<file path="src/rtl/plic_claim.sv">
// plic_claim: core-side claim/complete controller for plic.
//
// Latches plic's request vector into per-source pending bits. It raises one
// external interrupt to the core, hands out source IDs on claim, and keeps the
// claimed source masked until the core completes it. Only one source is in
// service at a time.
//
// ID 0 means "none"; source k has ID k+1.
//
// Build option:
//   PLIC_CLAIM_EDGE_EN  edge mode. irq_i is registered and a rising edge sets a
//                       sticky pending bit. The bit is held until it is claimed
//                       or its enable drops. An edge that arrives while the
//                       source is in service is held one event deep.
//   (undefined)         level mode. Each pending bit follows the enabled
//                       request level every cycle. The in-service source is
//                       masked.
//
// state | meaning
// ------+---------------------------------------------------------------
// IDLE  | nothing pending, nothing in service
// PEND  | at least one source pending, ext_irq_o asserted, awaiting claim
// SERV  | one source claimed and in service, awaiting completion
module plic_claim #(
  parameter int MUN = 4,
  parameter int IDW = 3
) (
  input  logic           clk,
  input  logic           rst,
  input  logic [MUN-1:0] irq_i,
  input  logic [MUN-1:0] irq_en_i,
  output logic           ext_irq_o,
  input  logic           claim_i,
  output logic           claim_vld_o,
  output logic [IDW-1:0] claim_id_o,
  input  logic           complete_i,
  input  logic [IDW-1:0] complete_id_i,
  output logic [IDW-1:0] active_id_o,
  output logic           cmpl_err_o
);

  typedef enum logic [1:0] {
    ST_IDLE = 2'd0,
    ST_PEND = 2'd1,
    ST_SERV = 2'd2
  } state_t;

  state_t         state_q;
  state_t         state_d;
  logic [MUN-1:0] pend_q;
  logic [MUN-1:0] pend_d;
  logic [MUN-1:0] pend_set;
  logic [MUN-1:0] claim_clr;
  logic [IDW-1:0] active_id_q;
  logic [IDW-1:0] active_id_d;
  logic           claim_vld_q;
  logic           claim_vld_d;
  logic [IDW-1:0] claim_id_q;
  logic [IDW-1:0] claim_id_d;
  logic           cmpl_err_q;
  logic           cmpl_err_d;
  logic           claim_take;
  logic           pend_any;
  logic [IDW-1:0] sel_id;
  logic [MUN-1:0] sel_onehot;

  assign pend_any = |pend_q;

`ifdef PLIC_CLAIM_EDGE_EN
  logic [MUN-1:0] irq_q;

  // Previous request level, used to detect rising edges.
  always_ff @(posedge clk) begin
    if (rst) begin
      irq_q <= '0;
    end else begin
      irq_q <= irq_i;
    end
  end

  // Sticky set on a rising edge. An edge while the source is in service is
  // kept here and presented after completion. Dropping the enable clears it.
  assign pend_set = (pend_q | (irq_i & ~irq_q)) & irq_en_i;
`else
  logic [MUN-1:0] insvc;

  // The gateway mask blocks the source that is currently in service.
  always_comb begin
    insvc = '0;
    for (int k = 0; k < MUN; k++) begin
      insvc[k] = (active_id_q == IDW'(k + 1));
    end
  end

  // Level mode: the pending bit simply follows the enabled request level.
  assign pend_set = irq_i & irq_en_i & ~insvc;
`endif

  // Select the lowest pending index. The loop walks downward, so the lowest
  // set bit is the last one written.
  always_comb begin
    sel_id     = '0;
    sel_onehot = '0;
    for (int k = MUN - 1; k >= 0; k--) begin
      if (pend_q[k]) begin
        sel_id     = IDW'(k + 1);
        sel_onehot = '0;
        sel_onehot[k] = 1'b1;
      end
    end
  end

  // A claim in the same cycle as a set of the same bit wins and clears it.
  assign claim_clr = claim_take ? sel_onehot : '0;
  assign pend_d    = pend_set & ~claim_clr;

  // State, pending vector, service ID and registered response strobes.
  always_ff @(posedge clk) begin
    if (rst) begin
      state_q     <= ST_IDLE;
      pend_q      <= '0;
      active_id_q <= '0;
      claim_vld_q <= 1'b0;
      claim_id_q  <= '0;
      cmpl_err_q  <= 1'b0;
    end else begin
      state_q     <= state_d;
      pend_q      <= pend_d;
      active_id_q <= active_id_d;
      claim_vld_q <= claim_vld_d;
      claim_id_q  <= claim_id_d;
      cmpl_err_q  <= cmpl_err_d;
    end
  end

  // Next state, claim response, completion handling and error pulse.
  always_comb begin
    state_d     = state_q;
    active_id_d = active_id_q;
    claim_vld_d = 1'b0;
    claim_id_d  = '0;
    cmpl_err_d  = 1'b0;
    claim_take  = 1'b0;

    case (state_q)
      ST_IDLE: begin
        claim_vld_d = claim_i;
        cmpl_err_d  = complete_i;
        if (pend_any) begin
          state_d = ST_PEND;
        end
      end

      ST_PEND: begin
        cmpl_err_d = complete_i;
        if (claim_i) begin
          claim_vld_d = 1'b1;
          if (pend_any) begin
            claim_take  = 1'b1;
            claim_id_d  = sel_id;
            active_id_d = sel_id;
            state_d     = ST_SERV;
          end else begin
            // The pending bits dropped on the same edge as the claim arrived.
            // Nothing is left to hand out.
            state_d = ST_IDLE;
          end
        end else if (!pend_any) begin
          state_d = ST_IDLE;
        end
      end

      ST_SERV: begin
        // No nesting: a claim during service always returns ID 0. A
        // completion in the same cycle is still processed.
        claim_vld_d = claim_i;
        if (complete_i) begin
          if (complete_id_i == active_id_q) begin
            active_id_d = '0;
            state_d     = pend_any ? ST_PEND : ST_IDLE;
          end else begin
            cmpl_err_d = 1'b1;
          end
        end
      end

      default: begin
        state_d = ST_IDLE;
      end
    endcase
  end

  assign ext_irq_o   = (state_q == ST_PEND);
  assign claim_vld_o = claim_vld_q;
  assign claim_id_o  = claim_id_q;
  assign active_id_o = active_id_q;
  assign cmpl_err_o  = cmpl_err_q;

endmodule

</file>
<file path="config.mk">
export PLATFORM = sky130hd
export DESIGN_NAME = plic_claim
export DESIGN_NICKNAME = d
export VERILOG_FILES = /design/src/rtl/plic_claim.sv
export SDC_FILE = /design/constraint.sdc
export NUM_CORES = 1
export LEC_CHECK = 0
export ABC_AREA = 1
export BUFFER_PORTS_ARGS = -buffer_cell sky130_fd_sc_hd__buf_2
export CAP_MARGIN = 40
export CORE_UTILIZATION = 42
export CTS_CLUSTER_SIZE = 25
export DETAILED_ROUTE_END_ITERATION = 16
export PLACE_DENSITY = 0.78
export SYNTH_ARGS = -nofsm -noshare
export SYNTH_HDL_FRONTEND = slang
export SYNTH_SLANG_ARGS = --single-unit
</file>
<file path="constraint.sdc">
create_clock -name clk -period 1.06 [get_ports clk]
set_input_delay 0.053 -clock clk [delete_from_list [all_inputs] [get_ports clk]]
set_output_delay 0.053 -clock clk [all_outputs]
set_load 0.01 [all_outputs]
</file>
==> results of run 1 <==
==> layer usage <==
metal  global-route usage (%)  vias up
met2                     40.3       42
met5                        0        -
met4                     3.75        0
met1                     23.1      398
met3                     7.66        8
li1                         -      428
==> kinds of logic after synthesis <==
kind of cell           after synthesis  synth area share (%)
AO/OA/AOI/OAI                       12                  10.8
buffers and inverters               18                  9.73
AND/OR/NAND/NOR                     56                  37.8
XOR/XNOR                             1                  1.26
flip-flops                          14                  40.4
==> how the worst max path moves through the flow <==
| stage | to | slack [ps] | cells after the start |
|---|---|---|---|
| finish | pend_q[3] | -220 | 7 |
| CTS | active_id_o[2] | -140 | 9 |
| global placement | active_id_o[1] | -60 | 8 |
| global route | state_q[0] | -320 | 9 |
| floorplan | state_q[1] | 1 | 8 |
| detailed placement | active_id_o[2] | -100 | 9 |
==> state kept, by name, summed over array words and instances (netlist names) <==
name         flops
pend_q           4
active_id_o      3
claim_id_o       3
state_q          2
claim_vld_o      1
cmpl_err_o       1
==> power by group <==
group	internal, mW	switching [mW]	leakage, nW
Combinational	0.604	0.705	0.490
Sequential	0.646	0.0986	0.118
Clock	0.209	0.177	0.0210
==> cell type report <==
type	instances	area (um2)
clock buffer	4	36.3
multi-input combinational	69	434
timing repair buffer	48	317
inverter	18	72.6
sequential	14	292
tap	16	20.0
fill	110	353
==> stage by stage <==
| stage | worst slack, ps | std cells | utilization (%) | hold slack [ps] | instance area [um2] |
|---|---|---|---|---|---|
| after floorplan | 1.36 | 101 | - | 125 | 698 |
| final | -216 | 169 | 76.8 | 28.1 | 1170 |
| after CTS | -144 | 162 | 67.2 | -28.8 | 1020 |
| after global placement | -64.7 | 156 | 62.6 | 268 | 953 |
| after detailed placement | -95.0 | 156 | 62.6 | 270 | 953 |
| after global routing | -318 | 169 | 76.8 | 28.5 | 1170 |
==> critical path, stage by stage, from the launching register on <==
cell and delay, ps:
dfxtp_2 340, nor2_4 120, nand2_2 100, nand2_4 120
buf_6 100, buf_6 90, nor2_4 30, a311oi_2 280
==> cell usage in the layout (no fill, tap or decap), drive strengths merged <==
cell type	Yosys	routed
buf	0	47
nand2	24	24
nor2	19	19
inv	17	17
dfxtp	14	14
nand3	10	10
a21oi	5	5
clkbuf	0	4
nand4	3	3
a31oi	2	2
o21ai	2	2
clkinv	1	1
xnor2	1	1
a311oi	1	1
a211oi	1	1
o211ai	1	1
dlygate4sd3	0	1
==> timing repair <==
item,in CTS,in global routing
resized for setup,5,28
setup buffers,2,6
pin swaps,2,8
setup endpoints to repair,6,13
endpoints found under the hold margin,2,2
==> run metrics, run 1 <==
drt drc=0; Die W=42.7 um; library cells used by synthesis=20; via/cell ratio=~5.2; via count=876; mapped cell area=694 um2; DR WL/cell=13.6 um; Final #Nets=169; CP Launch Point=pend_q[2]; CP Capture Type=register; CTS Buf Count=3; Peak VDD IR=1420 uV; Die ar.=about 1800 um2; # H-tree levels=1; r2r endpoint=pend_q[3]; router iterations before antenna repair=5; vias in the first global route=between 700 and 800; Rows=14; Synth top area share=40.4%; WL met3=~140 um; Max Freq=~800 MHz; DRT Wirelength=roughly 2300 um; Global Route Usage Sum=21.6%; Starting Density=45.6%; final setup vio count=9; Max Cap Viol=0; Core Area=1520 um2; WP data required=~1200 ps; hold depth=4; Iter 0 DRT Violations=22; clock root buffer=clkbuf_4; gp weighted congestion=between 0.8 and 0.9; initial antenna violation count=0; asr flop ratio synth=0%; EDFF count, synth=0; CP arrival=1460 ps; CTS tree=yes; R2R depth=7; worst reg-to-reg setup slack=-220 ps; Mapped Cells=101; layout cell share with drive strength beyond 1=57.5%; status=complete, but fails checks; synth top area cells=dfxtp_1 (40%), nand2_1 (9.7%), nor2_1 (8.6%); Synth Flop Type=dfxtp_1; Reg clk slew, reported paths=80 ps; ant diodes=0; Yosys top cell by area=dfxtp_1; Post-Route M1 WL=roughly 850 um; final hold violation count=0; worst-margin pin slew=318 ps; largest net degree at the start of global routing=10; Max Clock Skew=0.530 ps; number of I/O port buffers=23; Setup TNS=-1150 ps; final setup margin=-216 ps; Skew-Pair Late Insertion Delay=approximately 280 ps; DP HPWL=1350 um; clock tree sinks=14; Pwr Density=roughly 2100 nW/um2; failing checks=negative setup slack; crit path max fanout=3; first-pass GRT wire length=2910 um; Syn Area/Cell=6.88 um2; met2 wire len=1240 um; Seq/Total Area, Yosys=between 40% and 50%; global route overflow=0; Detail Route Antenna Nets=0; Tot Pwr=2.44 mW; hold path start=rst; CTS Buffer Depth=2; Hold Crit Class=input port to register; Slew HR=78.7%; FF-to-FF Start=pend_q[2]; Synth Register Bits=14; most numerous cell in the Yosys netlist=nand2_1; top post-synthesis cells by count=nand2_1 (18), nor2_1 (16), dfxtp_1 (14); startpoint class of the critical path=register; Slew Limit Fails=0; post-route clock period utilization=120%; LEAKAGE=0.629 nW; Crit Path Class=register to register; highest routed metal layer=met4; unrepaired setup endpoints after global routing=yes; Net Count, Synth=116; final critical-path required period=1280 ps; die extent in y=42.7 um; I/O pin total=24; YS warnings=0; Area Overhead vs Synth=68.6%; WHS Endpoint=state_q[1]
Note: power is estimated with default switching activity, not from simulation.
==> inputs of run 2 (changes only) <==
--- a/config.mk
+++ b/config.mk
@@ -8,6 +8,7 @@
 export ABC_AREA = 1
 export BUFFER_PORTS_ARGS = -buffer_cell sky130_fd_sc_hd__buf_2
 export CAP_MARGIN = 40
+export CORE_MARGIN = 10
 export CORE_UTILIZATION = 42
 export CTS_CLUSTER_SIZE = 25
 export DETAILED_ROUTE_END_ITERATION = 16
==> run metrics, run 2 (synthesized netlist as in run 1, its figures left out) <==
Core Area=1540 um2 (+1.1%); Largest register FFs=4 (unchanged); I/O pin total=24 (unchanged); worst-margin pin slew=326 ps (+7.99 ps); post-route clock period utilization=113% (-7.5 points); initial antenna violation count=0 (unchanged); # H-tree levels=1 (unchanged); Final #Nets=162 (-4.1%); CTS Buffer Depth=2 (unchanged); vias in the first global route=778 (+9.7%); gp weighted congestion=0.850 (-2.9%); final setup vio count=11 (+2); final hold violation count=2 (+2); fill count=129 (+17%); Slew HR=78.0% (-0.63 points); Max Cap Viol=0 (unchanged); crit path max fanout=6 (+3); CTS tree=yes; die extent in y=60.7 um (+42%); dpl cells=154 (-1.3%); router iterations before antenna repair=4 (-1); Tot Pwr=2.25 mW (-7.9%); Detail Route Antenna Nets=0 (unchanged); LEAKAGE=0.582 nW (-7.5%); number of I/O port buffers=23 (unchanged); first-pass GRT wire length=3220 um (+11%); CTS Buf Count=3 (unchanged); CP arrival=1360 ps (-100 ps); clock root buffer=clkbuf_4; Crit Path Class=register to register; Pwr Density=2090 nW/um2 (+0.57%); DR WL/cell=13.2 um (-2.9%); Reg clk slew, reported paths=90 ps (about the same); worst reg-to-reg setup slack=-140 ps (+80 ps); final setup margin=-136 ps (+80.0 ps); unrepaired setup endpoints after global routing=yes; FF-to-FF Start=state_q[1]; CP Launch Point=state_q[1]; layout cell share with drive strength beyond 1=53.4% (-4.1 points); final std cells w/o fill=162 (-4.1%); ant diodes=0 (unchanged); Max Clock Skew=4.56 ps (+4.02 ps); failing checks=negative hold slack, negative setup slack; Setup TNS=-735 ps (+415 ps); WHS=-12.1 ps (-40.2 ps); Final Core Density=69.6% (-7.3 points); commonest non-fill, non-tap cells in the layout=buf_2 (23), buf_4 (17), nor2_1 (15), nand2_1 (15), inv_2 (9); final critical-path required period=1200 ps (-80.0 ps); Max Freq=836 MHz (+6.7%); Starting Density=45.0% (-0.52 points); WP data required=1230 ps (about the same); Die ar.=3680 um2 (+100%); R2R depth=8 (+1); Biggest register=pend_q; via count=801 (-8.6%); status=complete, but fails checks; Rows=14 (unchanged); largest net degree at the start of global routing=10 (unchanged); global route overflow=0 (unchanged); via/cell ratio=4.94 (-4.6%); commonest non-fill, non-tap cell in the layout=buf_2; DRT Wirelength=2130 um (-6.9%); drt drc=0 (unchanged); Die W=60.7 um (+42%); DP HPWL=1530 um (+13%); r2r endpoint=active_id_o[0]; Iter 0 DRT Violations=19 (-14%); Hold Crit Class=input port to register; Skew-Pair Late Insertion Delay=270 ps (about the same); Area Overhead vs Synth=54.4%; clock tree sinks=14 (unchanged); Slew Limit Fails=0 (unchanged); Worst Setup EP=active_id_o[0]; hold depth=2 (-2); CP Capture Type=register; Global Route Usage Sum=11.2% (-10 points); Peak VDD IR=1370 uV (-3.4%); startpoint class of the critical path=register
run 2: changes by cell type in the layout (fill, tap and decap cells not counted), moves of 2 or more:
cell    previous run  this run
nor2_1            12        15
inv_4              2         0
buf_6              3         1
inv_2              6         9
buf_4             21        17
nor2_2             2         0
run 2: routing by layer:
| metal | up-vias | track usage (%) | wire length (um) |
|---|---|---|---|
| met5 | - | 0 | 0 |
| met4 | 0 | 4.70 | 46 |
| met3 | 4 | 2.71 | 118 |
| met2 | 21 | 19.9 | 1140 |
| met1 | 362 | 12.2 | 825 |
| li1 | 414 | - | - |
run 2: worst min-delay path by stage:
| stage | from | to | slack, ps |
|---|---|---|---|
| after floorplan | rst | cmpl_err_o | 120 |
| after global placement | rst | cmpl_err_o | 270 |
| after detailed placement | rst | cmpl_err_o | 280 |
| after CTS | rst | cmpl_err_o | -20 |
| after global routing | rst | cmpl_err_o | -20 |
| final | rst | cmpl_err_o | -10 |
run 2: stage by stage:
step	cell area [um2]	hold WS, ps	setup slack, ps
2_1_floorplan	698	125	1.36
3_3_place_gp	938	274	-72.2
3_5_place_dp	938	277	-92.1
4_1_cts	1010	-20.8	-100
5_1_grt	1070	-20.6	-244
6_report	1070	-12.1	-136
run 2: timing repair:
action,CTS,global route
pin swaps,2,7
endpoints found under the hold margin,2,2
gates resized for setup,7,16
setup endpoints to repair,5,12
setup buffers,2,2
run 2: worst max-delay path, cell delays in order, from the launching register on:
cell and delay [ps]:
dfxtp_2 350, inv_2 80, nand2_4 50, nor2_4 110
nand2_4 70, a21oi_2 140, nand2_2 100, nor2_1 130
nor2_1 60
run 2: report_power, final:
part | internal [mW] | leakage (nW) | total [mW] | switching [mW]
Clock | 0.208 | 0.0210 | 0.383 | 0.175
Combinational | 0.507 | 0.443 | 1.11 | 0.606
Sequential | 0.651 | 0.118 | 0.750 | 0.0988
run 2: area by class of cell:
cell class | count | area [um2] | share of cell area, %
sequential | 14 | 294 | 27.4
inverter | 18 | 67.6 | 6.30
tap | 16 | 20.0 | 1.87
multi-input combinational | 69 | 400 | 37.3
timing repair buffer | 41 | 254 | 23.7
clock buffer | 4 | 36.3 | 3.38
